[src/rtl/rr_arbiter8_pkg.sv]
// rr_arbiter8_pkg: shared constants, FSM state type and rotate helpers
// for the eight-way round-robin arbiter.
package rr_arbiter8_pkg;

   localparam int NUM_REQ = 8;
   localparam int ID_W    = 3;

   typedef enum logic [1:0] {
      ST_IDLE,
      ST_GRANT,
      ST_RELEASE
   } state_e;

   function automatic logic [NUM_REQ-1:0] rot_right(input logic [NUM_REQ-1:0] v,
                                                    input logic [ID_W-1:0]    n);
      logic [2*NUM_REQ-1:0] w;
      w = {v, v} >> n;
      return w[NUM_REQ-1:0];
   endfunction

   function automatic logic [NUM_REQ-1:0] rot_left(input logic [NUM_REQ-1:0] v,
                                                   input logic [ID_W-1:0]    n);
      logic [2*NUM_REQ-1:0] w;
      w = {v, v} << n;
      return w[2*NUM_REQ-1:NUM_REQ];
   endfunction

endpackage

[src/rtl/rr_arbiter8_onehot8_encode.sv]
// onehot8_encode: combinational one-hot to binary index; anything that is
// not exactly one-hot yields index 0 with valid low.
module onehot8_encode
   import rr_arbiter8_pkg::*;
(
   input  logic [NUM_REQ-1:0] onehot,
   output logic [ID_W-1:0]    idx,
   output logic               valid
);

   always_comb begin
      valid = $onehot(onehot);
      idx   = '0;
      for (int i = 0; i < NUM_REQ; i++)
         if (valid && onehot[i]) idx = ID_W'(i);
   end

endmodule

[src/rtl/rr_arbiter8.sv]
// rr_arbiter8: round-robin arbiter for eight requesters with registered grant,
// hold limit with timeout pulse, and a one-cycle release bubble.
module rr_arbiter8
   import rr_arbiter8_pkg::*;
#(
   parameter int unsigned MAX_HOLD = 16
) (
   input  logic               clk,
   input  logic               rst_n,
   input  logic [NUM_REQ-1:0] req,
   input  logic               done,
   output logic [NUM_REQ-1:0] grant,
   output logic [ID_W-1:0]    grant_id,
   output logic               grant_valid,
   output logic               timeout
);

   localparam int            HW        = $clog2(MAX_HOLD);
   localparam logic [HW-1:0] HOLD_LAST = HW'(MAX_HOLD - 1);

   state_e             state_q, state_d;
   logic [ID_W-1:0]    last_q, last_d;
   logic [HW-1:0]      hold_q, hold_d;
   logic [NUM_REQ-1:0] grant_q, grant_d;
   logic [ID_W-1:0]    grant_id_q, grant_id_d;
   logic               grant_valid_q, grant_valid_d;
   logic               timeout_q, timeout_d;

   logic [ID_W-1:0]    start;
   logic [NUM_REQ-1:0] req_rot, pick_rot, winner;
   logic               owner_req, hold_lim, release_now;

   // Rotate so last+1 sits at bit 0, take the lowest set bit, rotate back.
   always_comb begin
      start       = last_q + ID_W'(1);
      req_rot     = rot_right(req, start);
      pick_rot    = req_rot & (~req_rot + NUM_REQ'(1));
      winner      = rot_left(pick_rot, start);
      owner_req   = req[grant_id_q];
      hold_lim    = hold_q == HOLD_LAST;
      release_now = (state_q == ST_GRANT) && (done || !owner_req || hold_lim);
      state_d     = (state_q == ST_IDLE)  ? ((|req) ? ST_GRANT : ST_IDLE) :
                    (state_q == ST_GRANT) ? (release_now ? ST_RELEASE : ST_GRANT) :
                                            ST_IDLE;
      grant_d     = (state_q == ST_IDLE) ? winner :
                    (state_q == ST_GRANT && !release_now) ? grant_q : '0;
      hold_d      = (state_q != ST_GRANT) ? '0 :
                    hold_lim ? hold_q : hold_q + HW'(1);
      last_d      = release_now ? grant_id_q : last_q;
      // A coincident done or dropped request makes it a normal release.
      timeout_d   = release_now && hold_lim && !done && owner_req;
   end

   onehot8_encode u_enc (
      .onehot (grant_d),
      .idx    (grant_id_d),
      .valid  (grant_valid_d)
   );

   always_ff @(posedge clk or negedge rst_n) begin
      if (!rst_n) begin
         state_q       <= ST_IDLE;
         last_q        <= '1;
         hold_q        <= '0;
         grant_q       <= '0;
         grant_id_q    <= '0;
         grant_valid_q <= 1'b0;
         timeout_q     <= 1'b0;
      end else begin
         state_q       <= state_d;
         last_q        <= last_d;
         hold_q        <= hold_d;
         grant_q       <= grant_d;
         grant_id_q    <= grant_id_d;
         grant_valid_q <= grant_valid_d;
         timeout_q     <= timeout_d;
      end
   end

   assign grant       = grant_q;
   assign grant_id    = grant_id_q;
   assign grant_valid = grant_valid_q;
   assign timeout     = timeout_q;

endmodule

[config.mk]
export PLATFORM = sky130hd
export DESIGN_NAME = rr_arbiter8
export DESIGN_NICKNAME = d
export VERILOG_FILES = /design/src/rtl/rr_arbiter8_pkg.sv /design/src/rtl/rr_arbiter8_onehot8_encode.sv /design/src/rtl/rr_arbiter8.sv
export SDC_FILE = /design/constraint.sdc
export NUM_CORES = 1
export LEC_CHECK = 0
export BUFFER_PORTS_ARGS = -buffer_cell sky130_fd_sc_hd__buf_2
export CAP_MARGIN = 30
export CORE_MARGIN = 1.5
export CORE_UTILIZATION = 58
export CTS_CLUSTER_DIAMETER = 100
export DETAILED_ROUTE_END_ITERATION = 8
export PLACE_DENSITY = 0.8
export SYNTH_ARGS = -nofsm -noshare
export SYNTH_HDL_FRONTEND = slang
export SYNTH_HIERARCHICAL = 1
export SYNTH_SLANG_ARGS = --single-unit
[constraint.sdc]
create_clock -name clk -period 10.71 [get_ports clk]
set_input_delay 1.071 -clock clk [delete_from_list [all_inputs] [get_ports clk]]
set_output_delay 1.071 -clock clk [all_outputs]
set_load 0.02 [all_outputs]
==> results.md, run 1 <==
- First-iteration detailed-routing DRC count: 186
- Max Buffers Root-to-Sink: 2
- Total track usage: 0.293
- Placer's final routability congestion estimate: 0.983
- CP arrival: 6500 ps
- Area of the core: 3100 um^2
- Vias in the first global route: 1,626
- Part of the total power dissipated in combinational logic: 0.666
- Post-synth design cell area: 1920 um^2
- Number of remaining DRC errors: 0
- Total die area: 3660 um^2
- Library cell contributing the largest single delay on the critical path: dfstp_2
- Critical path's top delay family: adder cells
- Post-Route WL: 4910 um
- CTS clk-pin slew, worst paths: 130 ps
- Latest clock arrival within the worst-skew pair: 320 ps
- Layout Cells excl Fill: 270
- Number of instances in the synthesized netlist: 210
- Layout fillers: 266
- Power Density: 284 nW/um^2
- Pint: 0.000305 W
- Number of instances in the placed design: 265
- Clk network pwr share: 0.108
- Footprint of the multi-input gates: 1230 um^2
- Min-Delay Path Class: reg2reg
- Routed wire per std cell: 18.2 um
- Switching power total: 0.000290 W
- CTS sink cnt: 22
- Remaining number of nets flagged by the antenna check after routing: 0
- Dominant register cell in the synthesized netlist: dfrtp_1
- Initial core utilization: 0.617
- Critical path buffers and inverters: 3
- Worst Path Max Fanout: 18
- Antenna Cells: 0
- Number of storage elements in the synthesis netlist: 22
- Initial antenna violation count: 0
- Maximum number of pins on one net before global-route repair: 38
- Setup Crit Path Kind: reg2reg
- H-tree levels: 1
- Hold Vio Cnt, Final: 0
- Status: finished, final reports clean
- Highest ir drop seen on vdd: 179 uV
- Area Overhead vs Synth: 9.34%
- Fraction of layout cells with a size suffix above 1: 0.257
- Clock tree from TritonCTS: yes
- Delay contributed by the slowest stage of the critical path: 730 ps
- Total via count after detailed routing: 1,806
- Chip width: 60.5 um
- Post-Synthesis Net Count: 230
- Post CTS Setup Buffer Count: 0
- Number of synthesized flops with an enable pin: 0
- Top-level I/O count: 24
- Routing usage on met3: 0.0490
- Row Count: 20
- Most common cell after layout, fill and taps aside: buf_2
- Number of buffer cells added on primary ports: 23
- Chip Height: 60.5 um
- Cell repeated most along the worst path: fa_1
- Worst-path cell chain: ha_1, xor2_2, mux2_4, o32ai_2, and2_4, a41oi_1, o21ai_0, inv_1, fa_1, fa_1, fa_1, inv_1, ha_1, inv_1, fa_1, a211o_1, a21o_1, a21oi_1
- Seq/Total Area, Yosys: 0.289
- Area of placed instances: 2040 um^2
- Number of synthesis warnings: 6
- Sequential cell area: 554 um^2
- Leakage power total: 0.889 nW
- First-pass GRT wire length: 7960 um
- Slew Viols, Final: 0
- Unrepaired setup endpoints after global routing: no
- Busiest layer in global routing: met2
- CTS root buffer: clkbuf_4
- Min Tclk post-route: 6260 ps
- Proportion of register bits with asynchronous set or reset after synthesis: 1.00
- Final TNS setup: 0 ps
- Hold_ws: 541 ps
- Worst slew margin relative to its limit: 0.407
- Routing usage on met1: 0.409
- Transition at the pin with the smallest max-transition slack: 889 ps
- Final setup violation count: 0
- Crit end category: flop
- Detailed placement HPWL: 3490 um
- Highest-count cells in the layout ignoring fill and taps: buf_2 (24), dfrtp_1 (19), inv_1 (17)
- Hold buffer count at cts: 0
- Crit share post-route: 0.585
- Number of library cell types mapped by synthesis: 56
- Mapped Avg Cell Area: 9.12 um^2
- Data required time at the worst endpoint: 10,950 ps
- Maximum Capacitance Violations: 0
- # resized after CTS: 0
- Switching share of power: 0.488
- Overflow after GRT: 0
- Final cell area excluding filler cells: 2090 um^2
- Count of TritonRoute iterations in the first routing pass: 5
- Nature of the critical path startpoint: flop
- Max Freq: 160 MHz
- Met2 Usage GRT: 0.469
- Number of CTS-inserted buffers: 3
- Via-to-Cell Ratio: 6.69
- Proportion of power drawn by flip-flops and latches: 0.226
- Layout Nets: 247
- Skew final: 7.02 ps
synthesized netlist by cell type (2+ instances only):
cell,count,area share
a211oi_1,2,0.0078
a21oi_1,15,0.039
a22o_1,4,0.018
a22oi_1,3,0.012
a31oi_1,2,0.0065
a41oi_1,5,0.023
and2_1,3,0.0098
and3_1,3,0.0098
buf_2,3,0.0078
clkbuf_1,9,0.018
dfrtp_1,19,0.25
dfstp_2,3,0.041
fa_1,4,0.042
ha_1,5,0.033
inv_1,17,0.033
mux2_2,8,0.047
mux2_4,2,0.016
mux2i_1,6,0.031
mux4_2,4,0.047
nand2_1,11,0.022
nand3_1,5,0.013
nand4b_1,2,0.0091
nor2_1,14,0.027
nor2b_1,4,0.013
nor3_1,8,0.021
nor4_1,3,0.0098
o211ai_1,5,0.020
o21ai_0,10,0.026
o311ai_1,2,0.0091
or2_2,3,0.0098
per-layer routing:
layer	vias up	wire length, um
met3	22	456
met5	-	0
li1	810	-
met2	125	2300
met1	849	2020
met4	0	137
logic make-up after synthesis:
| kind of cell | after synthesis | share of synthesized area |
|---|---|---|
| AND/OR/NAND/NOR | 65 | 0.184 |
| AO/OA/AOI/OAI | 60 | 0.223 |
| buffers and inverters | 31 | 0.0666 |
| flip-flops | 22 | 0.289 |
| multiplexers | 20 | 0.141 |
| adder cells (fa/ha/maj) | 9 | 0.0745 |
| XOR/XNOR | 3 | 0.0216 |
metrics by stage:
stage                     setup slack (ps)  total power, W  utilization
after floorplan                       5340        0.000434            -
after detailed placement              4590        0.000513        0.656
after global routing                  4250        0.000639        0.675
after CTS                             4580        0.000586        0.673
after global placement                4730        0.000503        0.656
final                                 4450        0.000595        0.675
power by group through the flow:
stage | clock network (W) | logic [W] | registers, W
final | 0.0000641 | 0.000397 | 0.000135
after global routing | 0.0000682 | 0.000435 | 0.000136
after CTS | 0.0000652 | 0.000387 | 0.000134
after detailed placement | 0 | 0.000378 | 0.000135
after global placement | 0 | 0.000369 | 0.000133
after floorplan | 0 | 0.000295 | 0.000140
cell type report:
| type | instances | share of cell area |
|---|---|---|
| clock inverters | 1 | 0.0143 |
| inverters | 17 | 0.0305 |
| clock buffers | 3 | 0.0108 |
| flip-flops and latches | 22 | 0.265 |
| repair buffers | 26 | 0.0645 |
| well taps | 44 | 0.0263 |
| multi-input cells | 157 | 0.589 |
worst register-to-register path: stages, from the launching register on:
cell	delay, ps
dfstp_2	730
ha_1	320
xor2_2	720
mux2_4	390
o32ai_2	400
and2_4	230
a41oi_1	120
o21ai_0	360
inv_1	110
fa_1	550
fa_1	440
fa_1	470
inv_1	80
ha_1	160
inv_1	60
fa_1	380
a211o_1	280
a21o_1	220
a21oi_1	190
path summary, 6_finish.rpt:
path	to	slack (ps)	startpoint	cells after the start
max in group asynchronous	last_q[0]$_DFFE_PN1P_	9670	rst_n	1
hold reg to reg	hold_q[3]$_DFFE_PN0P_	540	hold_q[3]$_DFFE_PN0P_	1
min in group asynchronous	timeout$_DFF_PN0_	690	rst_n	1
setup / recovery	grant_id[1]$_DFF_PN0_	4450	last_q[0]$_DFFE_PN1P_	18
setup reg to reg	grant_id[1]$_DFF_PN0_	4450	last_q[0]$_DFFE_PN1P_	18
hold / removal	hold_q[3]$_DFFE_PN0P_	540	hold_q[3]$_DFFE_PN0P_	1
flip-flops by register name, summed over array words and instances (netlist names):
signal,flops
grant,8
hold_q,4
grant_id,3
last_q,3
state_q,2
grant_valid,1
timeout,1
Note: power is estimated with default switching activity, not from simulation.
==> run 2, diff against run 1 <==
Clock period 10.71 ns to 6.5 ns, I/O delays scaled along.
==> run 2 against run 1 <==
Compared with the run above: worst setup slack got worse by 4000 ps; die area unchanged; sequential power increased by 63%; power increased by 61%; register-to-register slack got worse by 4000 ps; sequential share of layout area about the same; count of clock-buffer cells in the layout increased by 1; core utilization decreased by 0.12 points; non-clock buffer count increased by 1; largest power group unchanged; critical path depth unchanged; routed wire length decreased by 1.7%; sequential cell count unchanged.
==> results.md, run 2 (synthesis gave the netlist of run 1 again) <==
- Status: finished, final reports clean
- Crit share post-route: 0.927 (+0.342)
- Hold buffer count at cts: 0 (unchanged)
- Row Count: 20 (unchanged)
- Worst Path Max Fanout: 19 (+1)
- Slew Viols, Final: 0 (unchanged)
- Latest clock arrival within the worst-skew pair: 290 ps (-30 ps)
- Critical Path Stages: 18 (unchanged)
- Number of flip-flops under the largest register name: 8 (unchanged)
- Placer's final routability congestion estimate: 0.954 (-2.9%)
- Final TNS setup: 0 ps (unchanged)
- Routed wire per std cell: 17.8 um (-2.1%)
- Dpl ws: 451 ps (-4140 ps)
- Data required time at the worst endpoint: 6700 ps (-4250 ps)
- Total die area: 3660 um^2 (unchanged)
- Overflow after GRT: 0 (unchanged)
- Highest ir drop seen on vdd: 295 uV (+64%)
- Unrepaired setup endpoints after global routing: no
- Most common cell after layout, fill and taps aside: buf_2
- Worst reg-to-reg path cell count: 18 (unchanged)
- Number of CTS-inserted buffers: 3 (unchanged)
- Number of remaining DRC errors: 0 (unchanged)
- Detailed placement HPWL: 3630 um (+3.9%)
- Area Overhead vs Synth: 9.14%
- Critical path's top delay family: adder cells
- Clock tree from TritonCTS: yes
- Setup Crit Path Kind: reg2reg
- Initial antenna violation count: 0 (unchanged)
- Maximum Capacitance Violations: 0 (unchanged)
- Via-to-Cell Ratio: 6.59 (-1.5%)
- Worst-path cell chain: ha_2, xnor2_2, mux4_2, and2_1, nor4_1, a41oi_1, o21ai_0, inv_1, fa_1, fa_1, fa_1, inv_1, ha_1, inv_1, fa_1, a211o_1, a21o_1, a21oi_1
- Critical path buffers and inverters: 3 (unchanged)
- Reg-to-reg startpoint: last_q[0]$_DFFE_PN1P_
- Overall power: 0.000958 W (+61%)
- Crit end category: flop
- Transition at the pin with the smallest max-transition slack: 928 ps (+38.6 ps)
- Worst slew margin relative to its limit: 0.378 (-0.0283)
- Cell repeated most along the worst path: fa_1
- CTS root buffer: clkbuf_4
- Power Density: 458 nW/um^2 (+61%)
- Vias in the first global route: 1,622 (-0.25%)
- Reg2Reg Setup Slack: 480 ps (-3970 ps)
- Antenna Cells: 0 (unchanged)
- Nature of the critical path startpoint: flop
- Top-level I/O count: 24 (unchanged)
- Destination of the critical timing path: grant_id[2]$_DFF_PN0_
- Total track usage: 0.288 (-0.00446)
- Library cell contributing the largest single delay on the critical path: xnor2_2
- CP arrival: 6220 ps (-280 ps)
- Skew final: 0.729 ps (-6.29 ps)
- CTS sink cnt: 22 (unchanged)
- Min-Delay Path Class: in2async
- Fraction of layout cells with a size suffix above 1: 0.264 (+0.00768)
- First-pass GRT wire length: 7890 um (-0.78%)
- Count of TritonRoute iterations in the first routing pass: 7 (+2)
- Final setup violation count: 0 (unchanged)
- Timing startpoint of the critical path: last_q[0]$_DFFE_PN1P_
- Layout Nets: 248 (+0.40%)
- Initial core utilization: 0.617 (unchanged)
- Total via count after detailed routing: 1,785 (-1.2%)
- Min Tclk post-route: 6020 ps (-238 ps)
- Post CTS Setup Buffer Count: 0 (unchanged)
- Delay contributed by the slowest stage of the critical path: 740 ps (about the same)
- Minimum setup slack in the final design: 477 ps (-3970 ps)
- Hold Vio Cnt, Final: 0 (unchanged)
- Area of the core: 3100 um^2 (unchanged)
- Max Buffers Root-to-Sink: 2 (unchanged)
- Leakage power total: 0.886 nW (-0.37%)
- Highest-count cells in the layout ignoring fill and taps: buf_2 (23), dfrtp_1 (19), inv_1 (17)
- End of the worst register-to-register path: grant_id[2]$_DFF_PN0_
- Chip Height: 60.5 um (unchanged)
- Max Freq: 166 MHz (+3.9%)
- H-tree levels: 1 (unchanged)
- First-iteration detailed-routing DRC count: 158 (-15%)
- Chip width: 60.5 um (unchanged)
- Number of buffer cells added on primary ports: 23 (unchanged)
- CTS clk-pin slew, worst paths: 110 ps (-20 ps)
- Post-Route WL: 4830 um (-1.7%)
- Remaining number of nets flagged by the antenna check after routing: 0 (unchanged)
- Maximum number of pins on one net before global-route repair: 23 (-39%)
-- run 2: changes by cell type in the layout (fill, tap and decap cells not counted) --
cell | previous run | this run
bufinv_16 | 1 | 0
ha_2 | 0 | 1
buf_2 | 24 | 23
ha_1 | 5 | 4
buf_4 | 2 | 4
clkbuf_8 | 0 | 1
-- run 2: worst min-delay path by stage --
stage,start,to,slack [ps],depth (start not counted)
global placement,hold_q[3]$_DFFE_PN0P_,hold_q[3]$_DFFE_PN0P_,500,1
floorplan,rst_n,grant[0]$_DFF_PN0_,350,0
finish,rst_n,grant_id[2]$_DFF_PN0_,290,1
detailed placement,grant[0]$_DFF_PN0_,grant[0]$_DFF_PN0_,520,1
CTS,rst_n,grant_id[2]$_DFF_PN0_,300,1
global route,rst_n,grant_id[2]$_DFF_PN0_,310,1
-- run 2: timing repair --
action	in CTS	in global routing
endpoints found under the setup margin	0	1
hold endpoints to repair	0	0
gates resized for setup	0	1
-- run 2: layout make-up --
type                    count  area, um^2
repair buffers             27         145
flip-flops and latches     22         554
multi-input cells         157        1240
clock buffers               4        36.3
well taps                  44        55.1
fillers                   265        1010
inverters                  17        63.8
-- run 2: per-stage QoR --
stage,instances,hold slack (ps),instance area (um^2),util
3_3_place_gp,267,502,2050,0.661
2_1_floorplan,210,354,1920,-
4_1_cts,271,300,2090,0.673
5_1_grt,271,307,2090,0.674
3_5_place_dp,267,523,2050,0.661
6_report,271,293,2090,0.674
-- run 2: where the power goes --
part | total [W] | switching [W] | internal (W) | leakage, nW
logic | 0.000666 | 0.000396 | 0.000269 | 0.577
clock network | 0.0000727 | 0.0000386 | 0.0000341 | 0.0210
registers | 0.000220 | 0.0000380 | 0.000182 | 0.288
-- run 2: metal layers --
metal / share of wire / vias up / wire [um] / GRT usage
met5: 0 / - / 0 / 0
met3: 0.10 / 14 / 483 / 0.0896
met2: 0.48 / 107 / 2340 / 0.477
met1: 0.39 / 849 / 1910 / 0.378
li1: - / 815 / - / -
met4: 0.022 / 0 / 104 / 0.0590
